==> config.mk <==
export PLATFORM = sky130hd
export DESIGN_NAME = fpu_muldiv_seq_flat
export DESIGN_NICKNAME = d
export VERILOG_FILES = /design/src/rtl/fpu_muldiv_seq_pkg.sv /design/src/rtl/fpu_muldiv_seq_if.sv /design/src/rtl/fpu_sig_iter.sv /design/src/rtl/fpu_muldiv_seq.sv /design/src/flat_wrapper.sv
export SDC_FILE = /design/constraint.sdc
export NUM_CORES = 1
export LEC_CHECK = 0
export ABC_AREA = 0
export CAP_MARGIN = 20
export CORE_MARGIN = 2
export CORE_UTILIZATION = 28
export DETAILED_ROUTE_END_ITERATION = 8
export PLACE_DENSITY = 0.46
export SETUP_SLACK_MARGIN = 0.05
export SYNTH_ARGS = -nofsm -noshare
export SYNTH_HDL_FRONTEND = slang
export SYNTH_SLANG_ARGS = --single-unit
==> constraint.sdc <==
create_clock -name clk -period 9.69 [get_ports clk]
set_input_delay 1.4535 -clock clk [delete_from_list [all_inputs] [get_ports clk]]
set_output_delay 1.4535 -clock clk [all_outputs]
set_load 0.05 [all_outputs]
==> src/rtl/fpu_muldiv_seq_pkg.sv <==
// Shared types, flag indices and special-value packet helper for the Sol-1
// iterative FP multiply/divide unit.
package pa_fpu;

  typedef enum logic {
    op_mul_seq = 1'b0,
    op_div_seq = 1'b1
  } e_muldiv_op;

  typedef enum logic [2:0] {
    md_idle_st,
    md_unpack_st,
    md_iter_st,
    md_norm_st,
    md_pack_st
  } e_muldiv_state;

  localparam int FLG_W         = 5;
  localparam int FLG_INVALID   = 4;
  localparam int FLG_DIV_ZERO  = 3;
  localparam int FLG_OVERFLOW  = 2;
  localparam int FLG_UNDERFLOW = 1;
  localparam int FLG_ZERO      = 0;

  // Builds Inf (nan=0, signed) or quiet NaN (nan=1, sign forced 0) for any
  // packet geometry up to 64 bits; callers size-cast to their width.
  function automatic logic [63:0] special_pkt(input int exp_w, input int man_w,
                                              input logic sign, input logic nan);
    logic [63:0] pkt;
    pkt = ((64'd1 << exp_w) - 64'd1) << man_w;
    if (nan) pkt = pkt | (64'd1 << (man_w - 1));
    else     pkt = pkt | ({63'd0, sign} << (exp_w + man_w));
    return pkt;
  endfunction

endpackage

==> src/rtl/fpu_muldiv_seq_if.sv <==
// Start/done request interface between the FPU bus logic (master) and the
// multiply/divide core (slave).
interface fpu_muldiv_seq_if #(
  parameter int EXP_W = 8,
  parameter int MAN_W = 23
);
  import pa_fpu::*;

  localparam int W = 1 + EXP_W + MAN_W;

  logic             start;
  e_muldiv_op       op;
  logic [W-1:0]     operand_a;
  logic [W-1:0]     operand_b;
  logic             busy;
  logic             done;
  logic [W-1:0]     result;
  logic [FLG_W-1:0] flags;

  modport master (
    output start, op, operand_a, operand_b,
    input  busy, done, result, flags
  );

  modport slave (
    input  start, op, operand_a, operand_b,
    output busy, done, result, flags
  );

endinterface

==> src/rtl/fpu_sig_iter.sv <==
// Significand engine: shift-add multiply (P steps) or restoring divide
// (P+1 steps), one step per enabled cycle.
module fpu_sig_iter
  import pa_fpu::*;
#(
  parameter int P = 24
) (
  input  logic         clk,
  input  logic         arst,
  input  logic         load,
  input  logic         step,
  input  e_muldiv_op   mode,
  input  logic [P-1:0] sig_a,
  input  logic [P-1:0] sig_b,
  output logic         last_step,
  output logic [2*P-1:0] prod,
  output logic [P:0]   quo
);

  localparam int CW = $clog2(P + 2);

  logic [2*P:0] acc;
  logic [P-1:0] mcand;
  logic [P:0]   quo_q;
  logic [CW-1:0] cnt;
  e_muldiv_op   mode_q;

  logic [P:0] add_sum;
  logic [P:0] rem;
  logic [P:0] rem_diff;
  logic       rem_ge;
  logic       unused_acc_top;

  always_comb begin
    add_sum  = {1'b0, acc[2*P-1:P]} + (acc[0] ? {1'b0, mcand} : '0);
    rem      = acc[P:0];
    rem_ge   = (rem >= {1'b0, mcand});
    rem_diff = rem_ge ? (rem - {1'b0, mcand}) : rem;
  end

  always_ff @(posedge clk or posedge arst) begin
    if (arst)                    cnt <= '0;
    else if (load)               cnt <= (mode == op_div_seq) ? CW'(P + 1) : CW'(P);
    else if (step && cnt != '0)  cnt <= cnt - 1'b1;
  end

  // NOTE: datapath registers carry no reset; the FSM never consumes them
  // before a load, so a reset would only add fan-out on arst.
  always_ff @(posedge clk) begin
    if (load) begin
      mode_q <= mode;
      mcand  <= (mode == op_div_seq) ? sig_b : sig_a;
      acc    <= {{(P+1){1'b0}}, (mode == op_div_seq) ? sig_a : sig_b};
      quo_q  <= '0;
    end else if (step && cnt != '0) begin
      if (mode_q == op_mul_seq) begin
        acc <= {1'b0, add_sum, acc[P-1:1]};
      end else begin
        acc   <= {{P{1'b0}}, rem_diff[P-1:0], 1'b0};
        quo_q <= {quo_q[P-1:0], rem_ge};
      end
    end
  end

  assign last_step      = (cnt == CW'(1));
  assign prod           = acc[2*P-1:0];
  assign quo            = quo_q;
  assign unused_acc_top = acc[2*P];

endmodule

==> src/rtl/fpu_muldiv_seq.sv <==
// Iterative FP multiply/divide: FSM, unpack, exponent path, normalisation,
// exception priority and packing around the fpu_sig_iter engine.
module fpu_muldiv_seq
  import pa_fpu::*;
#(
  parameter int EXP_W = 8,
  parameter int MAN_W = 23
) (
  input logic            clk,
  input logic            arst,
  fpu_muldiv_seq_if.slave bus
);

  localparam int P    = MAN_W + 1;
  localparam int W    = 1 + EXP_W + MAN_W;
  localparam int BIAS = (1 << (EXP_W - 1)) - 1;
  localparam int EW   = EXP_W + 2;

  localparam logic signed [EW-1:0] BIAS_E   = EW'(BIAS);
  localparam logic signed [EW-1:0] EXP_ALL1 = EW'((1 << EXP_W) - 1);
  localparam logic signed [EW-1:0] EXP_ONE  = EW'(1);
  localparam logic signed [EW-1:0] EXP_ZERO = '0;

  e_muldiv_state state, state_n;
  logic eng_load, eng_step, last_step;
  logic [P-1:0]   sig_a, sig_b;
  logic [2*P-1:0] prod;
  logic [P:0]     quo;
  logic           unused_prod;

  e_muldiv_op       op_q;
  logic             sa_q, sb_q, sign_q;
  logic [EXP_W-1:0] ea_q, eb_q;
  logic             a_zero_q, b_zero_q, any_special_q;
  logic signed [EW-1:0] ea_s, eb_s, exp_q, exp_n_q;
  logic [MAN_W-1:0] frac_q;

  logic             done_q;
  logic [W-1:0]     result_q, result_n;
  logic [FLG_W-1:0] flags_q, flags_n;

  // Flushed denormals get a zero hidden bit; the zero path overrides them anyway.
  assign sig_a = {|bus.operand_a[W-2:MAN_W], bus.operand_a[MAN_W-1:0]};
  assign sig_b = {|bus.operand_b[W-2:MAN_W], bus.operand_b[MAN_W-1:0]};

  fpu_sig_iter #(.P(P)) u_iter (
    .clk       (clk),
    .arst      (arst),
    .load      (eng_load),
    .step      (eng_step),
    .mode      (bus.op),
    .sig_a     (sig_a),
    .sig_b     (sig_b),
    .last_step (last_step),
    .prod      (prod),
    .quo       (quo)
  );

  always_ff @(posedge clk or posedge arst) begin
    if (arst) state <= md_idle_st;
    else      state <= state_n;
  end

  // NOTE: combinational blocks use blocking '=' and assign every output a
  // default first, so no path can leave a latch behind.
  always_comb begin
    state_n  = state;
    eng_load = 1'b0;
    eng_step = 1'b0;
    unique case (state)
      md_idle_st: if (bus.start) begin
        state_n  = md_unpack_st;
        eng_load = 1'b1;
      end
      // The engine is loaded on the accept edge, so the first step overlaps UNPACK.
      md_unpack_st: begin
        state_n  = md_iter_st;
        eng_step = 1'b1;
      end
      md_iter_st: begin
        eng_step = 1'b1;
        if (last_step) state_n = md_norm_st;
      end
      md_norm_st: state_n = md_pack_st;
      md_pack_st: state_n = md_idle_st;
      default:    state_n = md_idle_st;
    endcase
  end

  assign ea_s = $signed({2'b00, ea_q});
  assign eb_s = $signed({2'b00, eb_q});

  always_ff @(posedge clk) begin
    unique case (state)
      md_idle_st: if (bus.start) begin
        op_q <= bus.op;
        sa_q <= bus.operand_a[W-1];
        sb_q <= bus.operand_b[W-1];
        ea_q <= bus.operand_a[W-2:MAN_W];
        eb_q <= bus.operand_b[W-2:MAN_W];
      end
      md_unpack_st: begin
        sign_q        <= sa_q ^ sb_q;
        a_zero_q      <= (ea_q == '0);
        b_zero_q      <= (eb_q == '0);
        any_special_q <= (ea_q == '1) || (eb_q == '1);
        exp_q         <= (op_q == op_div_seq) ? (ea_s - eb_s + BIAS_E)
                                              : (ea_s + eb_s - BIAS_E);
      end
      md_norm_st: begin
        if (op_q == op_mul_seq) begin
          if (prod[2*P-1]) begin
            frac_q  <= prod[2*P-2:P];
            exp_n_q <= exp_q + EXP_ONE;
          end else begin
            frac_q  <= prod[2*P-3:P-1];
            exp_n_q <= exp_q;
          end
        end else begin
          if (quo[P]) begin
            frac_q  <= quo[P-1:1];
            exp_n_q <= exp_q;
          end else begin
            frac_q  <= quo[P-2:0];
            exp_n_q <= exp_q - EXP_ONE;
          end
        end
      end
      default: ;
    endcase
  end

  always_comb begin
    flags_n  = '0;
    result_n = {sign_q, exp_n_q[EXP_W-1:0], frac_q};
    if (any_special_q) begin
      result_n             = W'(special_pkt(EXP_W, MAN_W, 1'b0, 1'b1));
      flags_n[FLG_INVALID] = 1'b1;
    end else if (op_q == op_div_seq && b_zero_q) begin
      if (a_zero_q) begin
        result_n             = W'(special_pkt(EXP_W, MAN_W, 1'b0, 1'b1));
        flags_n[FLG_INVALID] = 1'b1;
      end else begin
        result_n              = W'(special_pkt(EXP_W, MAN_W, sign_q, 1'b0));
        flags_n[FLG_DIV_ZERO] = 1'b1;
      end
    end else if (a_zero_q || b_zero_q) begin
      result_n          = {sign_q, {(W-1){1'b0}}};
      flags_n[FLG_ZERO] = 1'b1;
    end else if (exp_n_q >= EXP_ALL1) begin
      result_n              = W'(special_pkt(EXP_W, MAN_W, sign_q, 1'b0));
      flags_n[FLG_OVERFLOW] = 1'b1;
    end else if (exp_n_q <= EXP_ZERO) begin
      result_n               = {sign_q, {(W-1){1'b0}}};
      flags_n[FLG_UNDERFLOW] = 1'b1;
      flags_n[FLG_ZERO]      = 1'b1;
    end
  end

  always_ff @(posedge clk or posedge arst) begin
    if (arst) begin
      done_q   <= 1'b0;
      result_q <= '0;
      flags_q  <= '0;
    end else begin
      done_q <= (state == md_pack_st);
      if (state == md_pack_st) begin
        result_q <= result_n;
        flags_q  <= flags_n;
      end else if (state == md_idle_st && bus.start) begin
        flags_q <= '0;
      end
    end
  end

  assign bus.busy    = (state != md_idle_st);
  assign bus.done    = done_q;
  assign bus.result  = result_q;
  assign bus.flags   = flags_q;
  assign unused_prod = ^prod[P-2:0];

endmodule

==> src/flat_wrapper.sv <==
// flat-port wrapper written by rule: the top's interface ports become plain ports
module fpu_muldiv_seq_flat import pa_fpu::*;
#(
  parameter int EXP_W = 8,
  parameter int MAN_W = 23
)
  (clk, arst, bus_start, bus_op, bus_operand_a, bus_operand_b, bus_busy, bus_done, bus_result, bus_flags);
  fpu_muldiv_seq_if #(.EXP_W(EXP_W), .MAN_W(MAN_W)) bus_i ();
  input logic clk;
  input logic arst;
  input wire logic [$bits(bus_i.start)-1:0] bus_start;
  input wire logic [$bits(bus_i.op)-1:0] bus_op;
  input wire logic [$bits(bus_i.operand_a)-1:0] bus_operand_a;
  input wire logic [$bits(bus_i.operand_b)-1:0] bus_operand_b;
  output wire logic [$bits(bus_i.busy)-1:0] bus_busy;
  output wire logic [$bits(bus_i.done)-1:0] bus_done;
  output wire logic [$bits(bus_i.result)-1:0] bus_result;
  output wire logic [$bits(bus_i.flags)-1:0] bus_flags;
  assign bus_i.start = bus_start;
  assign bus_i.op = bus_op;
  assign bus_i.operand_a = bus_operand_a;
  assign bus_i.operand_b = bus_operand_b;
  assign bus_busy = bus_i.busy;
  assign bus_done = bus_i.done;
  assign bus_result = bus_i.result;
  assign bus_flags = bus_i.flags;
  fpu_muldiv_seq #(.EXP_W(EXP_W), .MAN_W(MAN_W)) u_core (.clk(clk), .arst(arst), .bus(bus_i));
endmodule
After elaboration in Yosys (flattened, before gate mapping)
Cells that the tools add are included.
{"block": "word_totals", "register_bits": 210, "input_bits": 68, "out_inout_bits": 39}
{"block": "op_classes", "addsub": 9, "n_lt_le_gt_ge": 3, "eq_ne": 9, "muxes": 42, "n_bitwise": 1, "reduce_logical": 18}
{"operator": "two-way mux 24 bit", "n": 6}
{"operator": "two-way mux 32 bit", "n": 3}
{"operator": "two-way mux 31 bit", "n": 3}
{"operator": "two-way mux 23 bit", "n": 3}
{"operator": "two-way mux 48 bit", "n": 1}
{"operator": "two-way mux 10 bit", "n": 4}
{"operator": "adder 24 x 24 -> 25 bit", "n": 1}
{"operator": ">= comparator 25 x 24 -> 1 bit", "n": 1}
{"operator": "subtractor 24 bit", "n": 1}
{"operator": "two-way mux 5 bit", "n": 4}
{"operator": "== test 8 bit, second input constant", "n": 2}
{"operator": "logical NOT 8 bit", "n": 2}
{"operator": "OR reduction 8 bit", "n": 2}
{"operator": "one-hot mux 3 bit (4 select lines)", "n": 1}
{"operator": "adder 10 x 2 -> 10 bit, second input constant", "n": 1}
{"operator": "adder 10 x 8 -> 10 bit, second input constant", "n": 1}
{"operator": ">= comparator 10 x 9 -> 1 bit, second input constant", "n": 1}
{"operator": "<= comparator 10 x 1 -> 1 bit, second input constant", "n": 1}
{"operator": "subtractor 10 x 2 -> 10 bit, second input constant", "n": 1}
{"operator": "subtractor 10 x 8 -> 10 bit, second input constant", "n": 1}
{"operator": "adder 8 x 8 -> 9 bit", "n": 1}
{"operator": "two-way mux 1 bit", "n": 9}
{"operator": "two-way mux 3 bit", "n": 3}
{"operator": "subtractor 8 x 8 -> 9 bit", "n": 1}
{"operator": "18 further kinds", "n": 28}

Depth between registers and ports, before layout
Gate-level depths: netlist of the first run.
{"block": "depth", "ltp_word": 7, "depth_mapped": 13, "mapped_depth_nobuf": 12}

Modules after synthesis
Synthesis of the first run repeated with hierarchy kept, for this count alone.
{"block": "hier_totals", "hier_cells": 1279, "hier_area_um2": 12713.4}
{"mod": "fpu_sig_iter", "instances": 1, "cells_each": 774, "area_per_inst_um2": 7010.5}
{"mod": "fpu_muldiv_seq", "instances": 1, "cells_each": 505, "area_per_inst_um2": 5703.0}

Worst setup path after synthesis of the first run
No wires, ideal clock.
{"block": "synth_path", "path_kind": "input to register", "from": "input port bus_start", "to": "register u_core.ea_q[0] (enable)", "setup_time_ns": 0.424, "t_arrival_ns": 3.430, "required_ns": 9.266, "path_slack_ns": 5.836, "path_stages": 4, "path_buffers": 2, "path_cell_list": "nand2_1 inv_1 buf_1 buf_1"}
{"block": "synth_via", "elab_chain_cells": 1}
{"item": "from (decl)", "line_no": "flat_wrapper.sv:11", "rtl": "input wire logic [$bits(bus_i.start)-1:0] bus_start;"}
{"item": "AND reduction 2 bit (no source line)"}
{"item": "to (signal assigned)", "line_no": "fpu_muldiv_seq.sv:99", "rtl": "ea_q <= bus.operand_a[W-2:MAN_W];"}
{"item": "to (decl)", "line_no": "fpu_muldiv_seq.sv:33", "rtl": "logic [EXP_W-1:0] ea_q, eb_q;"}
No other way between the ends.
A chain may end at the register's enable or synchronous reset.

Final worst setup path of the first run
{"block": "layout_path", "from": "input port bus_start", "to": "register u_core.u_iter.acc[19] (enable)"}
{"block": "layout_via", "elab_chain_cells": 3}
{"item": "two-way mux 1 bit", "line_no": "fpu_muldiv_seq.sv:71", "rtl": "md_idle_st: if (bus.start) begin"}
{"item": "two-way mux 1 bit", "line_no": "fpu_muldiv_seq.sv:70", "rtl": "unique case (state)"}
{"item": "nonzero test 2 bit (no source line)"}
{"item": "to (signal assigned)", "line_no": "fpu_sig_iter.sv:53", "rtl": "acc <= {{(P+1){1'b0}}, (mode == op_div_seq) ? sig_a : sig_b};"}
{"item": "to (signal assigned)", "line_no": "fpu_sig_iter.sv:57", "rtl": "acc <= {1'b0, add_sum, acc[P-1:1]};"}
{"item": "to (signal assigned)", "line_no": "fpu_sig_iter.sv:59", "rtl": "acc <= {{P{1'b0}}, rem_diff[P-1:0], 1'b0};"}
{"item": "to (decl)", "line_no": "fpu_sig_iter.sv:22", "rtl": "logic [2*P:0] acc;"}
No other way between the ends.

==> results of run 1 <==
-- sequential cells by signal, indices dropped and copies added, names as in the netlist, 3 cells and up --
signal,flops
u_core.bus.flags,5
u_core.bus.result,32
u_core.ea_q,8
u_core.eb_q,8
u_core.exp_n_q,10
u_core.exp_q,10
u_core.frac_q,23
u_core.state,3
u_core.u_iter.acc,48
u_core.u_iter.cnt,5
u_core.u_iter.mcand,24
u_core.u_iter.quo,25
-- cells by family after synthesis --
group	synth area share
buf+inv	0.0357
flops	0.437
fa+ha+maj	0.0774
compound gates	0.186
simple gates	0.139
mux	0.0711
xor+xnor	0.0537
-- final timing paths --
path | from | end | slack (ns) | depth (start not counted)
setup / recovery | bus_start | u_core.u_iter.acc[19]$_DFFE_PP_ | 5.38 | 7
setup reg to reg | u_core.u_iter.acc[0]$_DFFE_PP_ | u_core.u_iter.acc[19]$_DFFE_PP_ | 5.61 | 11
hold reg to reg | u_core.frac_q[11]$_DFFE_PP_ | u_core.bus.result[11]$_DFFE_PP0P_ | 0.46 | 1
max in group asynchronous | arst | u_core.bus.flags[4]$_DFFE_PP0P_ | 7.92 | 3
hold / removal | u_core.frac_q[11]$_DFFE_PP_ | u_core.bus.result[11]$_DFFE_PP0P_ | 0.46 | 1
min in group asynchronous | arst | u_core.bus.result[18]$_DFFE_PP0P_ | 1.25 | 2
-- per-layer routing --
| layer | wire length [um] | global-route usage | up-vias |
|---|---|---|---|
| li1 | - | - | 4925 |
| met1 | 16400 | 0.193 | 4589 |
| met2 | 14300 | 0.214 | 178 |
| met3 | 1230 | 0.0211 | 49 |
| met4 | 785 | 0.0370 | 0 |
| met5 | 0 | 0 | - |
-- metrics by stage --
stage                     setup WS, ns   util  power (uW)
final                             5.38  0.338        4800
after global routing              5.14  0.338        5150
after CTS                         5.28  0.337        4840
after detailed placement          4.68  0.319        3860
after global placement            4.75  0.319        3830
after floorplan                   5.84      -        3230
-- layout make-up --
cell class,count,area [um^2]
clock inverter,15,155
tap,600,751
multi-input combinational,951,6720
inverter,57,214
sequential,209,5560
timing repair buffer,120,1170
fill,4637,29800
clock buffer,33,677
-- worst max-delay path: cells and delay by family --
family | cells | cell delay [ns]
AND/OR/NAND/NOR | 2 | 0.21
buffers and inverters | 5 | 2.77
-- power groups by stage --
stage	registers, uW	logic [uW]	clock network (uW)
6_report	1500	2340	961
5_1_grt	1530	2600	1020
4_1_cts	1500	2350	994
3_5_place_dp	1520	2340	0
3_3_place_gp	1510	2320	0
2_1_floorplan	1590	1640	0
-- cell usage in the layout, fill, tap and decap left out, types with 11 or more instances in the layout --
cell type / instances
mux2i_1: 61
o21ai_0: 34
inv_1: 55
dfrtp_1: 46
nand3b_1: 13
a21oi_1: 109
nand2_1: 113
mux2_2: 26
a211oi_1: 29
clkbuf_16: 26
a31oi_1: 22
nand3_1: 18
a22o_1: 43
a21o_1: 18
dfxtp_1: 49
buf_4: 11
xor2_1: 27
clkdlybuf4s50_1: 105
nor3_1: 16
nand4_1: 11
nor2_1: 91
xnor2_1: 51
o31ai_1: 11
edfxtp_1: 114
nor4_1: 11
ha_1: 73
nor2b_1: 30
==> metrics.md, run 1 <==
| Metric | Value |
|---|---|
| Critical-path top delay cell | `inv_1` |
| Cts hold-fix bufs | `0` |
| Critical Path AT | `4.48 ns` |
| Final Skew | `0.0128 ns` |
| Core area | `45,100 um^2` |
| Setup-failing EPs final | `0` |
| LEAKAGE | `0.00597 uW` |
| Max Cap Violations | `0` |
| Mean Syn Cell Area | `9.95 um^2` |
| Achievable Freq | `0.232 GHz` |
| Vias per Instance | `4.91` |
| Initial antenna violation count | `0` |
| Post-synthesis cell count | `1,277` |
| Synth Flop Type | `edfxtp_1` |
| Initial detailed-routing violation count | `618` |
| Worst path max stage delay | `0.80 ns` |
| Combinational group share of total power | `0.488` |
| Final Hold Fails | `0` |
| TritonCTS clock tree | `done` |
| Layout Cells excl Fill | `1,985` |
| Routed WL per cell | `16.5 um` |
| Worst EP required | `9.85 ns` |
| Dpl hpwl | `23,900 um` |
| Minimum clock period after layout | `4.31 ns` |
| Vias | `9,741` |
| H-tree depth | `1` |
| CP Max Fanout | `54` |
| Slew margin rel. | `0.268` |
| First-pass GRT wire length | `52,000 um` |
| Root Driver | `clkbuf_16` |
| Reg power frac | `0.312` |
| Final Wtd Congestion | `0.826` |
| Synth top area share | `0.269` |
| Synthesized Nets | `1,421` |
| Design area | `15,200 um^2` |
| Register area share after synthesis | `0.437` |
| Nets | `1,509` |
| Clock group share of total power | `0.200` |
| Sum Neg Setup Slack | `0 ns` |
| Clock Path Buffers | `3` |
| Post-synth EDFFs | `114` |
| Vias in the first global route | `9,452` |
| Ant diodes | `0` |
| Area leader, netlist | `edfxtp_1` |
| Synth area leaders | `edfxtp_1 (27%), dfrtp_1 (9.1%), dfxtp_1 (7.7%), ha_1 (7.2%), mux2i_1 (4.8%)` |
| Total gr overflow | `0` |
| Largest net degree at the start of global routing | `87` |
| Post-route ant nets | `0` |
| Die width | `217 um` |
| Chip height | `217 um` |
| Layout cell share with drive strength beyond 1 | `0.0700` |
| Status | `finished clean` |
| Unrepaired setup endpoints after global routing | `no` |
| Num rows | `78` |
| Pre-Repair DR Iteration Count | `5` |
| Count of cell types in the netlist | `75` |
| Post-CTS setup buffers | `0` |
| Worst hold-check path type | `flip-flop to flip-flop` |
| Worst setup EP type | `flip-flop` |
| Internal | `2790 uW` |
| IO Port Bufs | `106` |
| Num CTS Buffers | `26` |
| WS Path Type | `primary input to flip-flop` |
| VDD IR max | `0.112 mV` |
| Sw Ratio | `0.418` |
| Placed Area | `14,400 um^2` |
| DP Cell Count | `1,934` |
| Slew Viols, Final | `0` |
| I/O Pins | `107` |
| Gr usage total | `0.136` |
| CP dominant cell by count | `buf_4` |
| Net switching power figure | `2010 uW` |
| Synthesized area | `12,700 um^2` |
| Die footprint | `47,100 um^2` |
| CTS clock-pin slew for the worst setup and hold paths | `0.06 ns` |
| Power Density | `315 nW/um^2` |
| Layout overhead on the synthesized area | `19.9%` |
| Clock Sinks | `209` |
| Yosys warns | `0` |
| Critical path launch point type | `primary input` |
| Post-Route WL | `32,700 um` |
| Post-CTS sizing | `0` |
| Seq cells post-synth | `209` |
| Top post-synthesis cells by count | `edfxtp_1 (114), nand2_1 (114), a21oi_1 (109), nor2_1 (92), ha_1 (73)` |
| Tcrit/Tclk final | `0.445` |
| Worst Max-Slew Pin Slew | `1.10 ns` |
| Initial Util | `0.282` |
| Cell Chain, Critical Path | `clkdlybuf4s50_1 -> nand2_2 -> buf_4 -> inv_2 -> buf_4 -> nor2_1 -> inv_1` |
| Worst Hold Slack | `0.459 ns` |
| Clk Latency, worst-skew pair | `0.55 ns` |
| Synth async-reset ratio | `0.220` |
| Drc violations | `0` |
(Power assumes the default switching activity.)
==> run 2: changes to the inputs <==
--- a/config.mk
+++ b/config.mk
@@ -10,7 +10,7 @@
 export CORE_MARGIN = 2
 export CORE_UTILIZATION = 28
 export DETAILED_ROUTE_END_ITERATION = 8
-export PLACE_DENSITY = 0.46
+export PLACE_DENSITY = 0.48
 export SETUP_SLACK_MARGIN = 0.05
 export SYNTH_ARGS = -nofsm -noshare
 export SYNTH_HDL_FRONTEND = slang
==> constraint.sdc (replaced) <==
create_clock -name clk -period 3.88 [get_ports clk]
set_input_delay 0.582 -clock clk [delete_from_list [all_inputs] [get_ports clk]]
set_output_delay 0.582 -clock clk [all_outputs]
set_load 0.05 [all_outputs]
==> run 2 against run 1 <==
  * Sequential power rose by 150%
  * Clock skew grew 0.0018 ns
  * First-iteration DRC count shrank 2.6%
  * Largest power group unchanged
==> metrics.md, run 2 (same netlist as run 1, synthesis figures left out) <==
| Metric | Value |
|---|---|
| Status | `finished clean` |
| Reg area | `5560 um^2` |
| Chip height | `217 um` |
| Tcrit/Tclk final | `0.886` |
| Post-Route WL | `32,000 um` |
| Slew Viols, Final | `0` |
| Layout cell share with drive strength beyond 1 | `0.0803` |
| Cts hold-fix bufs | `0` |
| Clock Path Buffers | `3` |
| Setup-failing EPs final | `0` |
| Max Cap Violations | `0` |
| Initial antenna violation count | `0` |
| Net switching power figure | `5040 uW` |
| Worst Max-Slew Pin Slew | `1.08 ns` |
| H-tree depth | `1` |
| Nets | `1,518` |
| Worst setup EP type | `flip-flop` |
| First-pass GRT wire length | `51,500 um` |
| Slew margin rel. | `0.279` |
| Total Power | `12,300 uW` |
| CTS clock-pin slew for the worst setup and hold paths | `0.06 ns` |
| Achievable Freq | `0.291 GHz` |
| Critical path launch point type | `flip-flop` |
| Commonest cells after routing, fill and taps aside | `edfxtp_1 (114), nand2_1 (113), a21oi_1 (109)` |
| Final Skew | `0.0145 ns` |
| LEAKAGE | `0.00608 uW` |
| Filler cells | `4,629` |
| Critical Path AT | `3.88 ns` |
| Reg power frac | `0.303` |
| Layout overhead on the synthesized area | `21.5%` |
| Clock group share of total power | `0.218` |
| Sw Ratio | `0.409` |
| Total gr overflow | `0` |
| Die footprint | `47,100 um^2` |
| Clock Sinks | `209` |
| Sum Neg Setup Slack | `0 ns` |
| VDD IR max | `0.325 mV` |
| I/O Pins | `107` |
| Clk Latency, worst-skew pair | `0.56 ns` |
| Post-route ant nets | `0` |
| Root Driver | `clkbuf_16` |
| Internal | `7280 uW` |
| Gr usage total | `0.134` |
| Final Wtd Congestion | `0.846` |
| Die width | `217 um` |
| Core area | `45,100 um^2` |
| Commonest non-fill, non-tap cell in the layout | `edfxtp_1` |
| Minimum clock period after layout | `3.44 ns` |
| Routed WL per cell | `16.0 um` |
| Unrepaired setup endpoints after global routing | `no` |
| Final Hold Fails | `0` |
| Power Density | `797 nW/um^2` |
| Worst EP required | `4.32 ns` |
| Post-CTS setup buffers | `0` |
| Ant diodes | `0` |
| Max FFs per register | `48` |
| CP Max Fanout | `16` |
| Num rows | `78` |
| Num CTS Buffers | `27` |
| Vias | `9,713` |
| Vias in the first global route | `9,472` |
| Initial Util | `0.282` |
| TritonCTS clock tree | `done` |
| Post-CTS sizing | `0` |
| Initial detailed-routing violation count | `602` |
| Dpl hpwl | `23,700 um` |
| Vias per Instance | `4.87` |
| IO Port Bufs | `106` |
| Drc violations | `0` |
| Worst hold-check path type | `primary input to asynchronous set/reset pin` |
| Top reg by flops | `u_core.u_iter.acc` |
| Pre-Repair DR Iteration Count | `5` |
| Combinational group share of total power | `0.480` |
| WS Path Type | `flip-flop to flip-flop` |
| Multi-input logic area | `6720 um^2` |
| Largest net degree at the start of global routing | `87` |
==> run 2: changes by cell type in the layout (fill, tap and decap cells not counted), sizes merged <==
cell      previous run  this run
buf                 14        23
bufinv               3         4
clkbuf              34        38
clkinv              12         5
clkinvlp             0         1
inv                 57        59
==> run 2: final cells by class <==
cell class | count | area share
well taps | 600 | 0.0486
repair buffers | 128 | 0.0809
inverters | 57 | 0.0138
clock inverters | 12 | 0.0121
multi-input cells | 951 | 0.435
clock buffers | 38 | 0.0503
flip-flops and latches | 209 | 0.360
==> run 2: through the flow <==
stage / setup WS [ns] / hold slack [ns] / utilization / cell area, um^2 / std cells
6_report: 0.443 / 0.380 / 0.343 / 15400 / 1995
3_3_place_gp: 0.553 / 0.447 / 0.321 / 14500 / 1943
5_1_grt: 0.189 / 0.407 / 0.343 / 15400 / 1995
2_1_floorplan: 0.702 / 0.441 / - / 12700 / 1277
3_5_place_dp: 0.469 / 0.449 / 0.321 / 14500 / 1943
4_1_cts: 0.462 / 0.462 / 0.342 / 15400 / 1993
==> run 2: metal layers <==
| layer | GRT usage | share of wire |
|---|---|---|
| met1 | 0.194 | 0.50 |
| met2 | 0.214 | 0.44 |
| met3 | 0.0214 | 0.039 |
| met4 | 0.0240 | 0.014 |
| met5 | 0 | 0 |
==> run 2: power by group through the flow <==
stage | combinational [uW] | sequential, uW | clock, uW
6_report | 5910 | 3730 | 2680
5_1_grt | 6550 | 3820 | 2850
4_1_cts | 5930 | 3730 | 2770
3_5_place_dp | 5900 | 3780 | 0
3_3_place_gp | 5880 | 3770 | 0
2_1_floorplan | 4080 | 3970 | 0
==> run 2: worst max-delay path: stages, from the launching register on <==
cell      delay [ns]
edfxtp_1        0.38
inv_1           0.26
buf_4           0.26
nor2_1          0.07
ha_1            0.32
o21ai_0         0.24
a21oi_1         0.11
a21boi_0        0.17
o311ai_1        0.35
a31oi_1         0.27
a311o_1         0.37
a21o_1          0.20
xor2_1          0.14
a22o_1          0.19
==> run 2: path summary, 6_finish.rpt <==
| kind | start | to | slack (ns) | depth (start not counted) |
|---|---|---|---|---|
| min | arst | u_core.bus.result[21]$_DFFE_PP0P_ | 0.38 | 2 |
| max reg2reg | u_core.u_iter.acc[0]$_DFFE_PP_ | u_core.u_iter.acc[45]$_SDFFE_PP0P_ | 0.44 | 13 |
| min in group clk | u_core.frac_q[15]$_DFFE_PP_ | u_core.bus.result[15]$_DFFE_PP0P_ | 0.46 | 1 |
| min reg2reg | u_core.frac_q[15]$_DFFE_PP_ | u_core.bus.result[15]$_DFFE_PP0P_ | 0.46 | 1 |
| max | u_core.u_iter.acc[0]$_DFFE_PP_ | u_core.u_iter.acc[45]$_SDFFE_PP0P_ | 0.44 | 13 |
| max in group asynchronous | arst | u_core.u_iter.cnt[0]$_DFFE_PP0P_ | 2.99 | 3 |
